===== config.mk =====
export PLATFORM = sky130hd
export DESIGN_NAME = sum_stream_decoder_flat
export DESIGN_NICKNAME = d
export VERILOG_FILES = /design/src/rtl/sum_stream_if.sv /design/src/rtl/sum_stream_decoder.sv /design/src/flat_wrapper.sv
export SDC_FILE = /design/constraint.sdc
export NUM_CORES = 1
export LEC_CHECK = 0
export CAP_MARGIN = 10
export CORE_UTILIZATION = 60
export CTS_BUF_LIST = sky130_fd_sc_hd__clkbuf_16
export CTS_CLUSTER_DIAMETER = 100
export DETAILED_ROUTE_END_ITERATION = 10
export GPL_TIMING_DRIVEN = 0
export HOLD_SLACK_MARGIN = 0.03
export PLACE_DENSITY_LB_ADDON = 0.12
export SLEW_MARGIN = 25
export SYNTH_ARGS = -nofsm -noshare
export SYNTH_HDL_FRONTEND = slang
export SYNTH_SLANG_ARGS = --single-unit

===== constraint.sdc =====
create_clock -name clk -period 4.6 [get_ports clk]
set_input_delay 0.46 -clock clk [delete_from_list [all_inputs] [get_ports clk]]
set_output_delay 0.46 -clock clk [all_outputs]
set_load 0.005 [all_outputs]

===== src/rtl/sum_stream_if.sv =====
// Handshake bundle for the running-sum decoder: sum-byte input stream on one
// side, decoded-byte output stream (with borrow flag) on the other.
interface sum_stream_if #(
   parameter int W = 8
);
   logic         in_valid;
   logic         in_ready;
   logic [W-1:0] in_data;
   logic         out_valid;
   logic         out_ready;
   logic [W-1:0] out_data;
   logic         out_borrow;

   // Producer of sums / consumer of decoded bytes
   modport master (
      output in_valid, in_data, out_ready,
      input  in_ready, out_valid, out_data, out_borrow
   );

   // The decoder itself
   modport slave (
      input  in_valid, in_data, out_ready,
      output in_ready, out_valid, out_data, out_borrow
   );
endinterface


===== src/rtl/sum_stream_decoder.sv =====
// Running-sum stream decoder: d_k = s_k - s_(k-1) mod 2^W, with borrow flag,
// buffered in a small output FIFO drained over valid/ready.
// clr re-zeroes the predecessor (stream resync) without touching the FIFO.
module sum_stream_decoder #(
   parameter int W     = 8,
   parameter int DEPTH = 4,
   parameter int CNT_W = 8
) (
   input  logic             clk,
   input  logic             rst,
   input  logic             clr,
   sum_stream_if.slave      bus,
   output logic [CNT_W-1:0] sample_cnt,
   output logic             empty,
   output logic             full
);
   localparam int             AW       = (DEPTH > 1) ? $clog2(DEPTH) : 1;
   localparam logic [AW:0]    FULL_CNT = (AW+1)'(DEPTH);
   localparam logic [AW:0]    OCC_ONE  = (AW+1)'(1);
   localparam logic [AW-1:0]  PTR_ONE  = AW'(1);
   localparam logic [CNT_W-1:0] CNT_ONE = CNT_W'(1);

   logic [W-1:0]     prev;
   logic [W-1:0]     base;
   logic [W-1:0]     diff;
   logic             borrow;
   logic [W-1:0]     mem_d [DEPTH];
   logic [DEPTH-1:0] mem_b;
   logic [AW-1:0]    rd_ptr;
   logic [AW-1:0]    wr_ptr;
   logic [AW:0]      count;
   logic             push;
   logic             pop;

   // Status, handshake and decode arithmetic; head is masked to 0 while empty
   always_comb begin
      empty          = (count == '0);
      full           = (count == FULL_CNT);
      bus.in_ready   = !full;
      bus.out_valid  = !empty;
      push           = bus.in_valid & !full;
      pop            = !empty & bus.out_ready;
      base           = clr ? '0 : prev;
      diff           = bus.in_data - base;
      borrow         = (bus.in_data < base);
      bus.out_data   = empty ? '0 : mem_d[rd_ptr];
      bus.out_borrow = empty ? 1'b0 : mem_b[rd_ptr];
   end

   // FIFO storage write; stale entries never reach the outputs (masked above)
   always_ff @(posedge clk) begin
      if (!rst && push) begin
         mem_d[wr_ptr] <= diff;
         mem_b[wr_ptr] <= borrow;
      end
   end

   // Pointers, occupancy, predecessor and sample counter
   always_ff @(posedge clk) begin
      if (rst) begin
         rd_ptr     <= '0;
         wr_ptr     <= '0;
         count      <= '0;
         prev       <= '0;
         sample_cnt <= '0;
      end else begin
         if (push) begin
            wr_ptr     <= wr_ptr + PTR_ONE;
            prev       <= bus.in_data;
            sample_cnt <= sample_cnt + CNT_ONE;
         end else if (clr) begin
            prev <= '0;
         end
         if (pop) rd_ptr <= rd_ptr + PTR_ONE;
         case ({push, pop})
            2'b10:   count <= count + OCC_ONE;
            2'b01:   count <= count - OCC_ONE;
            default: count <= count;
         endcase
      end
   end
endmodule


===== src/flat_wrapper.sv =====
// flat-port wrapper written by rule: the top's interface ports become plain ports
module sum_stream_decoder_flat 
#(
   parameter int W     = 8,
   parameter int DEPTH = 4,
   parameter int CNT_W = 8
)
  (clk, rst, clr, sample_cnt, empty, full, bus_in_valid, bus_in_data, bus_out_ready, bus_in_ready, bus_out_valid, bus_out_data, bus_out_borrow);
  sum_stream_if #(.W(W)) bus_i ();
  input  logic clk;
  input  logic rst;
  input  logic clr;
  output logic [CNT_W-1:0] sample_cnt;
  output logic empty;
  output logic full;
  input wire logic [$bits(bus_i.in_valid)-1:0] bus_in_valid;
  input wire logic [$bits(bus_i.in_data)-1:0] bus_in_data;
  input wire logic [$bits(bus_i.out_ready)-1:0] bus_out_ready;
  output wire logic [$bits(bus_i.in_ready)-1:0] bus_in_ready;
  output wire logic [$bits(bus_i.out_valid)-1:0] bus_out_valid;
  output wire logic [$bits(bus_i.out_data)-1:0] bus_out_data;
  output wire logic [$bits(bus_i.out_borrow)-1:0] bus_out_borrow;
  assign bus_i.in_valid = bus_in_valid;
  assign bus_i.in_data = bus_in_data;
  assign bus_i.out_ready = bus_out_ready;
  assign bus_in_ready = bus_i.in_ready;
  assign bus_out_valid = bus_i.out_valid;
  assign bus_out_data = bus_i.out_data;
  assign bus_out_borrow = bus_i.out_borrow;
  sum_stream_decoder #(.W(W), .DEPTH(DEPTH), .CNT_W(CNT_W)) u_core (.clk(clk), .rst(rst), .clr(clr), .bus(bus_i), .sample_cnt(sample_cnt), .empty(empty), .full(full));
endmodule

==> results.yml <==
power:
  p_leak_nw: 1.31
  p_seq_frac: 0.357
  power_frac_comb: 0.287
  p_switching_uw: 511
  p_clk_frac: 0.356
  finalPower_mw: 1.91
  peakVddDrop_uv: 311
  p_per_area_nw_per_um2: 527
  swShare: 0.268
  internal_power_mw: 1.40
layout:
  regArea_um2: 1580
  fillers: 265
  final_area_um2: 3630
  area_growth_pct: 24.6
  num_antenna_cells: 0
  fin_nets: 308
  multi_input_area_um2: 1230
  drive_gt1_frac: 0.163
critical_path:
  crit_path_cell_trace: "clkdlybuf4s50_1 -> nor2b_1 -> ha_1 -> inv_1 -> fa_1 -> a21oi_1 -> o22ai_1 -> o41ai_1"
  reg2reg_from: "u_core.count[2]"
  setup.worst_path.end: "u_core.mem_b[0]"
  crit_required_ns: 4.61
  startpoint_type: "input port"
  ff2ff_path_depth: 12
  path_class: "input port to register"
  cp_num_buf_inv: 2
  arrival_ns: 2.96
  cpMaxStageDelayCell: "o41ai_1"
  endpoint_kind: "register"
  critPathTopFamily: "compound AO/OA/AOI/OAI gates"
  r2r_slack_ns: 1.90
  path_max_fanout: 8
  cpPeakStageDelay_ns: 0.69
  r2r-end: "u_core.count[2]"
  critPathLaunch: "clr"
  path_depth: 8
run_status:
  status: "completed"
timing:
  fin_crit_ns: 2.96
  clock_skew_ns: 0.00349
  fin_ws_ns: 1.64
  tns_ns: 0
  hold_violations: 0
  tightest_slew_ns: 0.825
  setup_viol: 0
  maxSlewViolCount: 0
  period_share: 0.643
  rsz0062_at_grt: "false"
  hold_ws_ns: 0.496
  fmax_ghz: 0.338
  maxSlewHeadroom: 0.443
global_route:
  grt_pass1_wl_um: 8970
  grt_pass1_vias: 1893
  grt_max_degree: 12
  grt_usage: 0.236
  antenna_found_initial: 0
  grt_remaining_overflow: 0
synth:
  syn_inst: 235
  synth_area_um2: 2910
  ys_warn_count: 0
  ys_seq_elements: 61
  synth-main-ff-cell: "edfxtp_1"
  synth-async-reset-ratio: 0
  synth-edff-count: 36
  synth_fp_nets: 265
  ys_seq_area_frac: 0.543
  ys_types: 40
  synth.avg_cell_area_um2: 12.4
routing:
  antenna_left: 0
  vias: 1874
  drtIter0Drc: 148
  wirelength_um: 5360
  viasPerCell: 5.59
  wl_per_cell_um: 16.0
  first_pass_iters: 4
  remaining_drc_errors: 0
clocking:
  postCtsHoldBufs: 0
  htreeDepth: 3
  clk_latency_ns: 0.32
  cts.sinks: 61
  postCtsSetupBuffers: 0
  cts_tree: "done"
  numCtsBuffers: 9
  cts_resized: 0
  path_clk_slew_ns: 0.05
  ctsRootBufferMaster: "clkbuf_16"
  clock_path_buffers: 2
place:
  place_area_um2: 3320
  gp_congestion: 0.773
  hpwl_um: 3600
  place_ws_ns: 1.39
  portBuffers: 32
floorplan:
  fp.dieH_um: 71.7
  start_util: 0.646
  die_w_um: 71.7
  pin_count: 34
  coreArea_um2: 4500
  die_area_um2: 5140
  rows: 24
run:
  maxCapViolCount: 0
worst_hold_path:
  hp-class: "register to register"
[Yosys cell counts (all sizes together), types with 5 or more instances]
cell	instances	area, µm²
nand2b	15	109
dfxtp	25	500
edfxtp	36	1080
nand2	15	63.8
mux4	9	203
nand3	6	30.0
ha	15	188
xnor2	10	87.6
buf	5	46.3
xor2	7	61.3
a21oi	15	93.8
and2	11	71.3
inv	13	48.8
nor2	18	67.6
nor3b	5	37.5
clkbuf	5	18.8
[state kept, by name (all words and copies together), names as in the netlist, named ones only]
name / flops
u_core.sample_cnt: 8
u_core.count: 3
u_core.rd_ptr: 2
u_core.prev: 8
u_core.mem_d: 32
u_core.mem_b: 4
u_core.wr_ptr: 2
[area by class of cell]
type	instances	area share
flip-flops and latches	61	0.436
multi-input cells	150	0.338
repair buffers	32	0.0883
clock buffers	10	0.0690
plain buffers	10	0.0179
well taps	52	0.0179
clock inverters	6	0.0166
inverters	14	0.0159
[power by group through the flow]
| stage | Combinational (mW) | Clock, mW | Sequential [mW] |
|---|---|---|---|
| 2_1_floorplan | 0.330 | 0 | 0.682 |
| 3_3_place_gp | 0.526 | 0 | 0.689 |
| 3_5_place_dp | 0.544 | 0 | 0.691 |
| 4_1_cts | 0.554 | 0.689 | 0.682 |
| 5_1_grt | 0.604 | 0.709 | 0.689 |
| 6_report | 0.548 | 0.681 | 0.682 |
[per-stage QoR]
step | std cells | utilization
after floorplan | 235 | -
after global placement | 319 | 0.732
after CTS | 335 | 0.805
after detailed placement | 319 | 0.736
after global routing | 335 | 0.805
final | 335 | 0.805
[routing by layer]
metal | GRT usage | wire, µm | vias to the layer above | part of all wire
li1 | - | - | 907 | -
met1 | 0.301 | 2410 | 900 | 0.45
met2 | 0.383 | 2670 | 63 | 0.50
met3 | 0.0506 | 255 | 4 | 0.048
met4 | 0.124 | 25 | 0 | 0.0047
met5 | 0 | 0 | - | 0
[worst min path at each step]
stage / cells past startpoint / endpoint / from
floorplan: 2 / u_core.count[2] / u_core.count[2]
global placement: 2 / u_core.count[2] / u_core.count[2]
detailed placement: 2 / u_core.sample_cnt[1] / u_core.sample_cnt[1]
CTS: 2 / u_core.sample_cnt[1] / u_core.sample_cnt[1]
global route: 2 / u_core.wr_ptr[1] / u_core.wr_ptr[1]
finish: 2 / u_core.sample_cnt[1] / u_core.sample_cnt[1]
[logic make-up after synthesis]
kind of cell | after synthesis | synth area share
AO/OA/AOI/OAI | 26 | 0.0610
multiplexers | 9 | 0.0696
adder cells (fa/ha/maj) | 17 | 0.0782
AND/OR/NAND/NOR | 81 | 0.155
buffers and inverters | 24 | 0.0421
XOR/XNOR | 17 | 0.0511
flip-flops | 61 | 0.543
[worst register-to-register path, cell delays in order (launching register included)]
cell and delay, ns:
dfxtp_1 0.37, or3b_1 0.36, buf_2 0.16, and2_4 0.16, buf_6 0.12, clkinv_4 0.08
buf_12 0.15, ha_1 0.19, inv_1 0.06, fa_1 0.37, xor2_1 0.16, or3_1 0.30
a21oi_1 0.15
[layout by cell type, fill, tap and decap left out, types with 6 or more instances in the layout]
cell,count
edfxtp_1,36
a21oi_1,10
ha_1,15
clkdlybuf4s50_1,32
nand2b_1,13
mux4_2,9
clkbuf_16,10
xor2_1,7
and2_1,10
xnor2_1,10
dfxtp_1,25
inv_1,13
nand2_1,12
nand3_1,6
nor2_1,18
Power figures use the tool's default switching activity.
